`config.mk`:
```
export PLATFORM = sky130hd
export DESIGN_NAME = router_input_vc_flat
export DESIGN_NICKNAME = d
export VERILOG_FILES = /design/src/rtl/router_input_vc_if.sv /design/src/rtl/router_input_vc.sv /design/src/flat_wrapper.sv
export SDC_FILE = /design/constraint.sdc
export NUM_CORES = 1
export LEC_CHECK = 0
export BUFFER_PORTS_ARGS = -buffer_cell sky130_fd_sc_hd__buf_4
export CORE_ASPECT_RATIO = 0.5
export CORE_MARGIN = 2
export CORE_UTILIZATION = 59
export CTS_CLUSTER_DIAMETER = 50
export DETAILED_ROUTE_END_ITERATION = 10
export GPL_ROUTABILITY_DRIVEN = 0
export HOLD_SLACK_MARGIN = 0.06
export PLACE_DENSITY = 0.79
export SETUP_SLACK_MARGIN = 0.05
export SYNTH_ARGS = -nofsm -noshare
export SYNTH_HDL_FRONTEND = slang
export SYNTH_SLANG_ARGS = --single-unit
```
`constraint.sdc`:
```
create_clock -name clk -period 2.6 [get_ports clk]
set_clock_uncertainty 0.1 [all_clocks]
set_input_delay 0.26 -clock clk [delete_from_list [all_inputs] [get_ports clk]]
set_output_delay 0.26 -clock clk [all_outputs]
set_load 0.03 [all_outputs]
```
`src/rtl/router_input_vc_if.sv`:
```
// Link-receiver and switch-side signals of one router input port.
interface router_input_vc_if #(
   parameter int NUM_VC = 2,
   parameter int WIDTH  = 16
);
   localparam int VC_W = (NUM_VC > 1) ? $clog2(NUM_VC) : 1;

   logic              packet_valid;
   logic [VC_W-1:0]   vc_in;
   logic [WIDTH-1:0]  down;
   logic              is_reading;
   logic [NUM_VC-1:0] credit_out;
   logic              overflow_err;
   logic              valid_out;
   logic [VC_W-1:0]   vc_out;
   logic [0:4]        port_request;
   logic [WIDTH-1:0]  to_switch;
   logic              is_read;

   modport slave (
      input  packet_valid, vc_in, down, is_read,
      output is_reading, credit_out, overflow_err, valid_out, vc_out, port_request, to_switch
   );

   modport master (
      output packet_valid, vc_in, down, is_read,
      input  is_reading, credit_out, overflow_err, valid_out, vc_out, port_request, to_switch
   );
endinterface

```
`src/rtl/router_input_vc.sv`:
```
// Router input port: per-VC FWFT FIFOs, credit return, dimension-order routing
// and a round-robin head-flit selector that holds its choice until the switch reads it.
module router_input_vc #(
   parameter int unsigned X_COORD      = 0,
   parameter int unsigned Y_COORD      = 0,
   parameter int          NUM_VC       = 2,
   parameter int          COORD_LENGTH = 4,
   parameter int          WIDTH        = 16,
   parameter int          LOG2_DEPTH   = 2,
   parameter bit          ROUTE_YX     = 1'b0
) (
   input logic              clk,
   input logic              rst,
   router_input_vc_if.slave bus
);
   localparam int VC_W  = (NUM_VC > 1) ? $clog2(NUM_VC) : 1;
   localparam int DEPTH = 1 << LOG2_DEPTH;
   localparam int SLOTS = 1 << VC_W;

   localparam logic [0:4] REQ_LOCAL = 5'b00001;
   localparam logic [0:4] REQ_EAST  = 5'b00010;
   localparam logic [0:4] REQ_NORTH = 5'b00100;
   localparam logic [0:4] REQ_WEST  = 5'b01000;
   localparam logic [0:4] REQ_SOUTH = 5'b10000;

   typedef enum logic {ARB, HOLD} sel_state_e;
   typedef logic [LOG2_DEPTH:0] ptr_t;

   logic [WIDTH-1:0]  mem [NUM_VC][DEPTH];
   ptr_t              wr_ptr [NUM_VC];
   ptr_t              rd_ptr [NUM_VC];
   logic [NUM_VC-1:0] full, empty, push, pop;
   logic [SLOTS-1:0]  full_slot;

   sel_state_e        state_q, state_d;
   logic [VC_W-1:0]   lock_vc_q, lock_vc_d;
   logic [VC_W-1:0]   rr_ptr_q, rr_sel, sel;
   logic              valid_any;
   logic [NUM_VC-1:0] credit_q;
   logic              overflow_q;

   logic [WIDTH-1:0]        head;
   logic [COORD_LENGTH-1:0] dest_x, dest_y;
   logic                    x_gt, x_lt, y_gt, y_lt;
   logic [0:4]              route;

   // Extra pointer bit tells full from empty when the index bits match.
   always_comb begin
      for (int v = 0; v < NUM_VC; v++) begin
         empty[v] = (wr_ptr[v] == rd_ptr[v]);
         full[v]  = (wr_ptr[v][LOG2_DEPTH-1:0] == rd_ptr[v][LOG2_DEPTH-1:0]) &&
                    (wr_ptr[v][LOG2_DEPTH] != rd_ptr[v][LOG2_DEPTH]);
      end
   end

   // Unused VC codes read as full so a write to them is dropped and flagged.
   always_comb begin
      full_slot              = '1;
      full_slot[NUM_VC-1:0]  = full;
   end

   assign bus.is_reading = bus.packet_valid && !full_slot[bus.vc_in];
   assign valid_any      = |(~empty);

   // Scanning twice around the ring downward leaves the first non-empty VC at or after rr_ptr.
   always_comb begin
      rr_sel = '0;
      for (int i = 2*NUM_VC-1; i >= 0; i--) begin
         if (i >= int'(rr_ptr_q) && !empty[i % NUM_VC]) rr_sel = VC_W'(i % NUM_VC);
      end
   end

   assign sel = (state_q == HOLD) ? lock_vc_q : rr_sel;

   always_comb begin
      head = '0;
      push = '0;
      pop  = '0;
      for (int v = 0; v < NUM_VC; v++) begin
         if (sel == VC_W'(v)) head = mem[v][rd_ptr[v][LOG2_DEPTH-1:0]];
         push[v] = bus.is_reading && (bus.vc_in == VC_W'(v));
         pop[v]  = valid_any && bus.is_read && (sel == VC_W'(v));
      end
   end

   assign dest_x = head[WIDTH-2 -: COORD_LENGTH];
   assign dest_y = head[WIDTH-2-COORD_LENGTH -: COORD_LENGTH];
   assign x_gt   = 32'(dest_x) > X_COORD;
   assign x_lt   = 32'(dest_x) < X_COORD;
   assign y_gt   = 32'(dest_y) > Y_COORD;
   assign y_lt   = 32'(dest_y) < Y_COORD;

   // NOTE: every signal driven in a combinational block gets a default first, so no path leaves it holding a value (which would infer a latch).
   always_comb begin
      route = REQ_LOCAL;
      if (ROUTE_YX) begin
         if      (y_gt) route = REQ_NORTH;
         else if (y_lt) route = REQ_SOUTH;
         else if (x_gt) route = REQ_EAST;
         else if (x_lt) route = REQ_WEST;
      end else begin
         if      (x_gt) route = REQ_EAST;
         else if (x_lt) route = REQ_WEST;
         else if (y_gt) route = REQ_NORTH;
         else if (y_lt) route = REQ_SOUTH;
      end
   end

   assign bus.valid_out    = valid_any;
   assign bus.vc_out       = valid_any ? sel   : '0;
   assign bus.to_switch    = valid_any ? head  : '0;
   assign bus.port_request = valid_any ? route : '0;
   assign bus.credit_out   = credit_q;
   assign bus.overflow_err = overflow_q;

   // A presented but unread flit pins the selection so the switch sees a stable request.
   always_comb begin
      state_d   = state_q;
      lock_vc_d = lock_vc_q;
      if (valid_any) begin
         if (bus.is_read) begin
            state_d = ARB;
         end else begin
            state_d   = HOLD;
            lock_vc_d = sel;
         end
      end
   end

   // NOTE: sequential state uses non-blocking assignments so every flop samples pre-edge values, independent of statement order.
   always_ff @(posedge clk) begin
      if (rst) begin
         state_q    <= ARB;
         lock_vc_q  <= '0;
         rr_ptr_q   <= '0;
         credit_q   <= '0;
         overflow_q <= 1'b0;
         for (int v = 0; v < NUM_VC; v++) begin
            wr_ptr[v] <= '0;
            rd_ptr[v] <= '0;
         end
      end else begin
         state_q   <= state_d;
         lock_vc_q <= lock_vc_d;
         credit_q  <= pop;
         if (bus.packet_valid && !bus.is_reading) overflow_q <= 1'b1;
         if (valid_any && bus.is_read)
            rr_ptr_q <= (int'(sel) == NUM_VC-1) ? '0 : sel + 1'b1;
         for (int v = 0; v < NUM_VC; v++) begin
            if (push[v]) wr_ptr[v] <= wr_ptr[v] + 1'b1;
            if (pop[v])  rd_ptr[v] <= rd_ptr[v] + 1'b1;
         end
      end
   end

   // NOTE: the flit storage has no reset; the pointers alone define which entries are valid, so resetting the array would only add cost.
   always_ff @(posedge clk) begin
      for (int v = 0; v < NUM_VC; v++) begin
         if (push[v]) mem[v][wr_ptr[v][LOG2_DEPTH-1:0]] <= bus.down;
      end
   end
endmodule

```
`src/flat_wrapper.sv`:
```
// flat-port wrapper written by rule: the top's interface ports become plain ports
module router_input_vc_flat 
#(
   parameter int unsigned X_COORD      = 0,
   parameter int unsigned Y_COORD      = 0,
   parameter int          NUM_VC       = 2,
   parameter int          COORD_LENGTH = 4,
   parameter int          WIDTH        = 16,
   parameter int          LOG2_DEPTH   = 2,
   parameter bit          ROUTE_YX     = 1'b0
)
  (clk, rst, bus_packet_valid, bus_vc_in, bus_down, bus_is_read, bus_is_reading, bus_credit_out, bus_overflow_err, bus_valid_out, bus_vc_out, bus_port_request, bus_to_switch);
  router_input_vc_if #(.NUM_VC(NUM_VC), .WIDTH(WIDTH)) bus_i ();
  input logic clk;
  input logic rst;
  input wire logic [$bits(bus_i.packet_valid)-1:0] bus_packet_valid;
  input wire logic [$bits(bus_i.vc_in)-1:0] bus_vc_in;
  input wire logic [$bits(bus_i.down)-1:0] bus_down;
  input wire logic [$bits(bus_i.is_read)-1:0] bus_is_read;
  output wire logic [$bits(bus_i.is_reading)-1:0] bus_is_reading;
  output wire logic [$bits(bus_i.credit_out)-1:0] bus_credit_out;
  output wire logic [$bits(bus_i.overflow_err)-1:0] bus_overflow_err;
  output wire logic [$bits(bus_i.valid_out)-1:0] bus_valid_out;
  output wire logic [$bits(bus_i.vc_out)-1:0] bus_vc_out;
  output wire logic [$bits(bus_i.port_request)-1:0] bus_port_request;
  output wire logic [$bits(bus_i.to_switch)-1:0] bus_to_switch;
  assign bus_i.packet_valid = bus_packet_valid;
  assign bus_i.vc_in = bus_vc_in;
  assign bus_i.down = bus_down;
  assign bus_i.is_read = bus_is_read;
  assign bus_is_reading = bus_i.is_reading;
  assign bus_credit_out = bus_i.credit_out;
  assign bus_overflow_err = bus_i.overflow_err;
  assign bus_valid_out = bus_i.valid_out;
  assign bus_vc_out = bus_i.vc_out;
  assign bus_port_request = bus_i.port_request;
  assign bus_to_switch = bus_i.to_switch;
  router_input_vc #(.X_COORD(X_COORD), .Y_COORD(Y_COORD), .NUM_VC(NUM_VC), .COORD_LENGTH(COORD_LENGTH), .WIDTH(WIDTH), .LOG2_DEPTH(LOG2_DEPTH), .ROUTE_YX(ROUTE_YX)) u_core (.clk(clk), .rst(rst), .bus(bus_i));
endmodule
```
# Yosys cells after proc, flatten, opt, wreduce, memory -nomap -nowiden
# Memories as Yosys holds them, arrays and structs flattened.
# Index checks and enable logic that the tools add are counted.
totals:
  register_bits: 6
  latch_bits: 0
  mem_bits_rw: 140
  romBits: 0
  input_bits: 21
  word_cells: 105
  n_memories: 3
memory_table:
  columns: ["memory", "depth", "width", "read_ports", "rd_clocked_by_memory_dff", "write_ports", "line_no", "source"]
  rows:
  - ["u_core.mem", 2, 64, 2, 0, 1, "router_input_vc.sv:29", "logic [WIDTH-1:0] mem [NUM_VC][DEPTH];"]
  - ["u_core.rd_ptr", 2, 3, 2, 0, 2, "router_input_vc.sv:31", "ptr_t rd_ptr [NUM_VC];"]
  - ["u_core.wr_ptr", 2, 3, 2, 0, 2, "router_input_vc.sv:30", "ptr_t wr_ptr [NUM_VC];"]
op_classes:
  addsub: 5
  mul: 0
  n_div: 0
  n_lt_le_gt_ge: 10
  eq_ne: 6
  shifts: 0
  mux: 46
  bitwise_logic: 12
  n_reduce_logical: 18
ops:
  columns: ["cell", "n"]
  rows:
  - ["2-to-1 mux 64 bit", 4]
  - ["2-to-1 mux 16 bit", 8]
  - ["binary-select mux 16 bit (select 2 bit)", 2]
  - ["demux 16 bit (select 2 bit)", 2]
  - ["OR reduction 64 bit", 1]
  - ["2-to-1 mux 1 bit", 23]
  - ["2-to-1 mux 3 bit", 5]
  - ["adder 3 x 1 -> 3 bit, second input constant", 4]
  - [">= comparator 3 bit, second input constant", 4]
  - ["logical AND 1 bit", 12]
  - ["NOT 2 -> 3 bit", 4]
  - ["2-to-1 mux 5 bit", 2]
  - ["greater-than comparator 4 x 1 -> 1 bit, second input constant", 2]
  - ["equality test 3 bit", 2]
  - ["< comparator 3 x 1 -> 1 bit, second input constant", 2]
  - ["equality test 2 bit", 2]
  - ["bitwise OR 1 bit", 4]
  - ["logical NOT 1 bit", 3]
  - ["NOT 1 bit", 3]
  - ["< comparator 1 x 2 -> 1 bit, second input constant", 1]
  - ["inequality test 1 bit", 2]
  - ["NOT 2 bit", 1]
  - ["AND reduction 2 bit", 1]
  - ["OR reduction 2 bit", 1]
  - ["2 further kinds", 2]

# Logic depth before layout (Yosys ltp)
# Gate-level depths: netlist of run 1.
# An unclocked memory read counts as a cell.
depth:
  word_depth: 12
  depth_mapped: 8
  mapped_depth_nobuf: 6

# Least setup slack after synthesis of run 1
# No wires, ideal clock.
synth_timing:
  path_kind: "register -> output"
  from: "memory u_core.rd_ptr[0][1] (netlist bit)"
  to: "output port bus_port_request[0]"
  arrival_ns: 2.102
  slack_ns: 0.138
  path_stages_with_launch: 7
  path_buffers: 2
  cell_sequence: "edfxtp_1 -> buf_2 -> clkbuf_1 -> mux4_1 -> nor4_2 -> nand3b_1 -> a21oi_1"
synth_lines:
  columns: ["element", "line_no", "source"]
  rows:
  - ["from (decl)", "router_input_vc.sv:31", null]
  - ["to (decl)", "flat_wrapper.sv:25", "output wire logic [$bits(bus_i.port_request)-1:0] bus_port_request;"]

==> results.py, run 1 <==
metrics = {
    "run_status": {
        "status": "complete, but fails checks",
        "violations": "negative setup slack",
    },
    "timing": {
        "maxSlewViolCount": 0,
        "grt_setup_unrepaired": "yes",
        "min_period_over_period_pct": 108,
        "whs_ns": 0.100,
        "period_needed_ns": 2.82,
        "timing.fmax_ghz": 0.355,
        "hold_violations": 0,
        "setup_viol": 19,
        "slew_headroom_pct": 30.1,
        "tightest_slew_ns": 1.05,
        "fin_ws_ns": -0.219,
    },
    "clock_network": {
        "cts_buffer_depth": 2,
        "cts_buffers": 17,
        "root_buffer": "clkbuf_16",
        "clock_sinks": 146,
        "clkTransAtPathRegs_ns": 0.06,
        "cts_tree": "done",
        "clock_latency_ns": 0.42,
        "cts_max_level": 4,
    },
    "worst_setup_path": {
        "reg2reg_from": "u_core.rd_ptr[0][3]",
        "path_class": "flop to primary output",
        "critPathBufInv": 2,
        "endpoint_kind": "primary output",
        "start_kind": "flop",
        "cp.arrival_ns": 2.46,
        "worst_path_dominant_cell_family": "multiplexers",
        "reg2reg_slack_ns": 0.12,
        "cpMaxStageDelayCell": "mux4_2",
        "worstSetupStartpoint": "u_core.rd_ptr[0][0]",
        "max_stage_delay_ns": 0.54,
        "required_ns": 2.24,
        "path_cells": "buf_12, mux4_2, nor4_4, nand2b_1, o32ai_2, buf_4",
        "critPathMaxFanout": 7,
    },
    "power_and_ir_drop": {
        "power_mw": 6.80,
        "p_leak_nw": 2.74,
        "power.density_mw_per_mm2": 878,
        "peakVddDrop_mv": 0.598,
    },
    "die": {
        "die-area_mm2": 0.0111,
        "initial_utilization_pct": 60.1,
        "io_pins": 48,
        "die_y_um": 75.7,
        "coreArea_mm2": 0.0101,
        "std_cell_rows": 26,
        "die_x_um": 147,
    },
    "route": {
        "first_pass_iters": 5,
        "wl_mm": 14.2,
        "wl_per_cell_um": 24.8,
        "top_layer": "met4",
        "met3_wirelength_um": 805,
        "vias_per_cell": 5.98,
        "initialDrtViolationCount": 390,
        "met2_length_mm": 7.13,
        "ant_nets": 0,
        "drc": 0,
        "wl_met1_mm": 6.04,
        "via_count": 3419,
    },
    "yosys": {
        "synth_top_cell_area_share_pct": 69.4,
        "synth_area_mm2": 0.00606,
        "synth.area.top_cells": "edfxtp_1 (69%), mux4_2 (11%), mux2i_1 (3.0%), ha_1 (2.1%), dfxtp_1 (2.0%)",
        "synth_seq_cells": 146,
        "synth_top_area_cell": "edfxtp_1",
        "synthFlopType": "edfxtp_1",
        "synth_area_per_cell_um2": 19.0,
        "synthTopCellsByCount": "edfxtp_1 (140), mux4_2 (30), nor2_1 (29), mux2i_1 (18)",
        "synth_edf_count": 140,
        "synth.most_common_cell": "edfxtp_1",
        "synth.distinct_cells": 41,
        "yosysSeqAreaShare_pct": 71.3,
        "synth_async_sr_flop_share_pct": 0,
        "ys_warn_count": 0,
        "syn_inst": 319,
    },
    "layout": {
        "areaGrowthSynthToFinish_pct": 27.8,
        "fin_util_pct": 76.8,
        "nets": 451,
        "drive_above_1_share_pct": 39.1,
        "num_antenna_cells": 0,
    },
    "global_routing": {
        "track_usage_pct": 26.7,
        "antenna_found_initial": 0,
        "grt_pass1_vias": 3463,
        "overflow": 0,
        "grt_max_degree": 18,
        "grt_pass1_wl_mm": 20.6,
    },
    "place": {
        "dp_hpwl_mm": 7.47,
        "port_buffers": 45,
    },
    "run": {
        "maxCapViolations": 0,
    },
    "hold_path": {
        "hold_path_class": "input port to flop",
        "min_from": "bus_is_read",
    },
}
## tightest hold or removal path: stages
cell     delay (ns)
buf_4          0.10
o21ai_1        0.06
a21oi_1        0.14
## through the flow
stage	TNS (ns)	instance area, µm²	cells	setup slack, ns
6_report	-2.26	7750	572	-0.219
5_1_grt	-3.35	7750	572	-0.272
4_1_cts	-2.92	7550	566	-0.236
3_5_place_dp	0	6600	506	0.114
3_3_place_gp	0	6600	506	0.155
2_1_floorplan	0	6060	320	0.138
## what timing repair did
item | CTS | global route
gates resized for setup | 22 | 26
hold buffers | 17 | 0
setup endpoints to repair | 20 | 37
endpoints found under the hold margin | 131 | 0
pin swaps | 5 | 6
gates cloned | 0 | 1
setup buffers | 12 | 5
## flip-flops by register name, summed over array words and instances, names as in the netlist
signal,cells
u_core.lock_vc_q,1
u_core.wr_ptr,6
u_core.mem,128
u_core.bus.credit_out,2
u_core.bus.overflow_err,1
u_core.rr_ptr_q,1
u_core.state_q,1
u_core.rd_ptr,6
## cell families (layout without fill, tap and decap cells)
kind of cell	Yosys count	count (layout)	synth area share [%]
AOI/OAI and AO/OA	10	10	1.34
adders and majority gates	10	10	2.06
other	1	2	0.0619
buffers and inverters	24	136	2.58
xor gates and xnor gates	10	10	1.45
muxes	50	50	15.0
and+or+nand+nor	68	68	6.17
DFF	146	146	71.3
## layout make-up
class	count	area, µm²
tap	140	175
fill	518	2340
inverter	9	33.8
clock buffer	19	433
multi-input combinational	150	1760
clock inverter	12	134
timing repair buffer	96	887
sequential	146	4320
## report_power, final
part           leakage (nW)  switching [mW]  internal [mW]
registers              1.34          0.0684           2.70
logic                  1.13           0.909          0.765
clock network         0.274           0.946           1.41
total                  2.74            1.92           4.88
## per-layer routing
layer	vias up	track usage (%)
li1	1450	-
met1	1783	35.1
met5	-	0
met4	0	12.3
met2	159	44.6
met3	27	6.05
## placed cells by master (no fill, tap or decap), drive strengths merged
master | netlist | routed
conb | 1 | 2
inv | 9 | 12
o21a | 1 | 1
xor2 | 2 | 2
a21oi | 3 | 3
clkinvlp | 0 | 2
nor4 | 4 | 4
o31ai | 1 | 1
nand3b | 1 | 1
bufinv | 0 | 2
a31oi | 1 | 1
mux4 | 32 | 32
dlygate4sd3 | 0 | 17
o21ai | 3 | 3
buf | 14 | 78
nor3b | 2 | 2
nand2 | 5 | 5
xnor2 | 8 | 8
o32ai | 1 | 1
clkbuf | 1 | 20
mux2i | 18 | 18
nor2b | 2 | 2
or2 | 2 | 2
clkinv | 0 | 5
nand3 | 5 | 5
edfxtp | 140 | 140
and3 | 3 | 3
ha | 10 | 10
dfxtp | 6 | 6
or3 | 1 | 1
nor3 | 1 | 1
nor2 | 29 | 29
and3b | 1 | 1
and2 | 10 | 10
and4 | 1 | 1
nand2b | 1 | 1
## worst paths after layout
path         cells past startpoint                 endpoint
max                              6      bus_port_request[2]
min                              3         u_core.lock_vc_q
max reg2reg                      9      u_core.rd_ptr[0][1]
min reg2reg                      1  u_core.bus.overflow_err
(Power assumes the default switching activity.)
==> run 2: changes to the inputs <==
--- a/config.mk
+++ b/config.mk
@@ -10,11 +10,13 @@
 export CORE_MARGIN = 2
 export CORE_UTILIZATION = 59
 export CTS_CLUSTER_DIAMETER = 50
+export CTS_CLUSTER_SIZE = 24
 export DETAILED_ROUTE_END_ITERATION = 10
 export GPL_ROUTABILITY_DRIVEN = 0
 export HOLD_SLACK_MARGIN = 0.06
 export PLACE_DENSITY = 0.79
 export SETUP_SLACK_MARGIN = 0.05
+export SKIP_LAST_GASP = 1
 export SYNTH_ARGS = -nofsm -noshare
 export SYNTH_HDL_FRONTEND = slang
 export SYNTH_SLANG_ARGS = --single-unit
==> run 2 against run 1 <==
Setup slack worse by 0.00055 ns. Flip-flop and latch count stayed put. Utilization down 0.099 points. Routed wire length decreased by 0.47%. Non-clock buffer count unchanged. Clock-buffer cell count stayed put. Critical path depth unchanged. Via count grew 2.0%. Highest routed layer unchanged. Critical endpoint unchanged. Die area is the same. The run still ends with negative setup slack left. Fmax hardly changed. Sequential power hardly changed.
==> results.py, run 2 (synthesis results as in run 1) <==
metrics = {
    "run_status": {
        "status": "complete, but fails checks",
        "violations": "negative setup slack",
    },
    "hold_path": {
        "hold_path_class": "input port to flop",
        "min_from": "bus_is_read",
    },
    "layout": {
        "final_cell_mix": "edfxtp_1 (140), buf_4 (61), mux4_2 (32)",
        "final_area_mm2": 0.00774,
        "largest_register_ffs": 128,
        "num_antenna_cells": 0,
        "final_common_cell": "edfxtp_1",
        "drive_above_1_share_pct": 38.9,
        "nets": 451,
        "areaGrowthSynthToFinish_pct": 27.7,
        "nFillCells": 513,
        "instances_no_fill": 572,
    },
    "global_routing": {
        "overflow": 0,
        "grt_max_degree": 18,
        "antenna_found_initial": 0,
        "grt_pass1_wl_mm": 20.6,
        "grt_pass1_vias": 3463,
        "track_usage_pct": 26.7,
    },
    "place": {
        "dp_hpwl_mm": 7.47,
        "port_buffers": 45,
        "dp.cells": 506,
        "dpl_cell_area_mm2": 0.00660,
    },
    "timing": {
        "slew_headroom_pct": 29.9,
        "min_period_over_period_pct": 108,
        "hold_violations": 0,
        "maxSlewViolCount": 0,
        "timing.fmax_ghz": 0.355,
        "grt_setup_unrepaired": "yes",
        "setup_viol": 19,
        "period_needed_ns": 2.82,
        "tightest_slew_ns": 1.05,
        "fin_tns_setup_ns": -2.36,
        "fin_ws_ns": -0.220,
    },
    "die": {
        "io_pins": 48,
        "die_x_um": 147,
        "coreArea_mm2": 0.0101,
        "initial_utilization_pct": 60.1,
        "die-area_mm2": 0.0111,
        "std_cell_rows": 26,
        "die_y_um": 75.7,
    },
    "clock_network": {
        "cts_buffers": 17,
        "cts_buffer_depth": 2,
        "cts_tree": "done",
        "clock_latency_ns": 0.42,
        "clock_sinks": 146,
        "cts_max_level": 4,
        "root_buffer": "clkbuf_16",
        "clkTransAtPathRegs_ns": 0.06,
    },
    "worst_setup_path": {
        "endpoint_kind": "primary output",
        "cp.arrival_ns": 2.46,
        "worstSetupStartpoint": "u_core.rd_ptr[0][0]",
        "required_ns": 2.24,
        "path_class": "flop to primary output",
        "critPathMaxFanout": 7,
        "reg2reg_from": "u_core.rd_ptr[0][3]",
        "start_kind": "flop",
    },
    "power_and_ir_drop": {
        "p_leak_nw": 2.74,
        "power.density_mw_per_mm2": 879,
        "peakVddDrop_mv": 0.598,
    },
    "run": {
        "maxCapViolations": 0,
    },
    "route": {
        "via_count": 3488,
        "drc": 0,
        "initialDrtViolationCount": 367,
        "ant_nets": 0,
        "first_pass_iters": 5,
        "wl_per_cell_um": 24.7,
        "wl_mm": 14.1,
        "vias_per_cell": 6.10,
    },
}
run 2: cell counts in the layout (fill, tap and decap cells not counted):
Identical to the previous run, type by type.
run 2: worst max-delay path, cell delays in order, from the launching register on:
cell and delay (ns):
edfxtp_1 0.41, buf_12 0.16, mux4_2 0.55, nor4_4 0.32, nand2b_1 0.14, o32ai_2 0.26, buf_4 0.21
run 2: metal layers:
layer  GRT usage [%]  wire, µm  vias to the layer above
li1                -         -                     1450
met1            35.1      5890                     1810
met3            6.05       957                       33
met5               0         0                        -
met4            12.3       249                        0
met2            44.6      7020                      195
run 2: repair_timing:
item	in CTS	in global routing
endpoints found under the setup margin	20	37
hold endpoints to repair	131	0
gates cloned	0	1
pin swaps	5	6
resized for setup	21	24
hold buffers	17	0
buffers inserted	12	5
run 2: final timing paths:
| check | slack (ns) | to | cells after the start |
|---|---|---|---|
| max reg2reg | 0.12 | u_core.rd_ptr[0][0] | 9 |
| min | 0.09 | u_core.lock_vc_q | 3 |
| max | -0.22 | bus_port_request[2] | 6 |
| min reg2reg | 0.37 | u_core.bus.overflow_err | 1 |
run 2: layout make-up:
type                            instances  area (µm²)  share of cell area [%]
Multi-Input combinational cell        150        1760                    22.7
Timing Repair Buffer                   96         880                    11.4
Inverter                                9        33.8                   0.437
Clock inverter                         12         134                    1.73
Tap cell                              140         175                    2.26
Clock buffer                           19         433                    5.60
Sequential cell                       146        4320                    55.9
run 2: where the power goes:
group | leakage [nW] | switching [mW] | total [mW] | internal (mW)
Clock | 0.274 | 0.952 | 2.36 | 1.41
Sequential | 1.34 | 0.0681 | 2.77 | 2.70
Combinational | 1.12 | 0.905 | 1.66 | 0.759
Total | 2.74 | 1.93 | 6.80 | 4.87
run 2: metrics by stage:
stage / utilization (%) / total power, mW / setup slack, ns / hold WS (ns)
floorplan: - / 3.67 / 0.138 / 0.229
global placement: 65.4 / 4.06 / 0.155 / 0.362
detailed placement: 65.4 / 4.10 / 0.114 / 0.368
CTS: 74.8 / 6.60 / -0.236 / 0.0757
global route: 76.7 / 6.99 / -0.271 / 0.136
finish: 76.7 / 6.80 / -0.220 / 0.0939
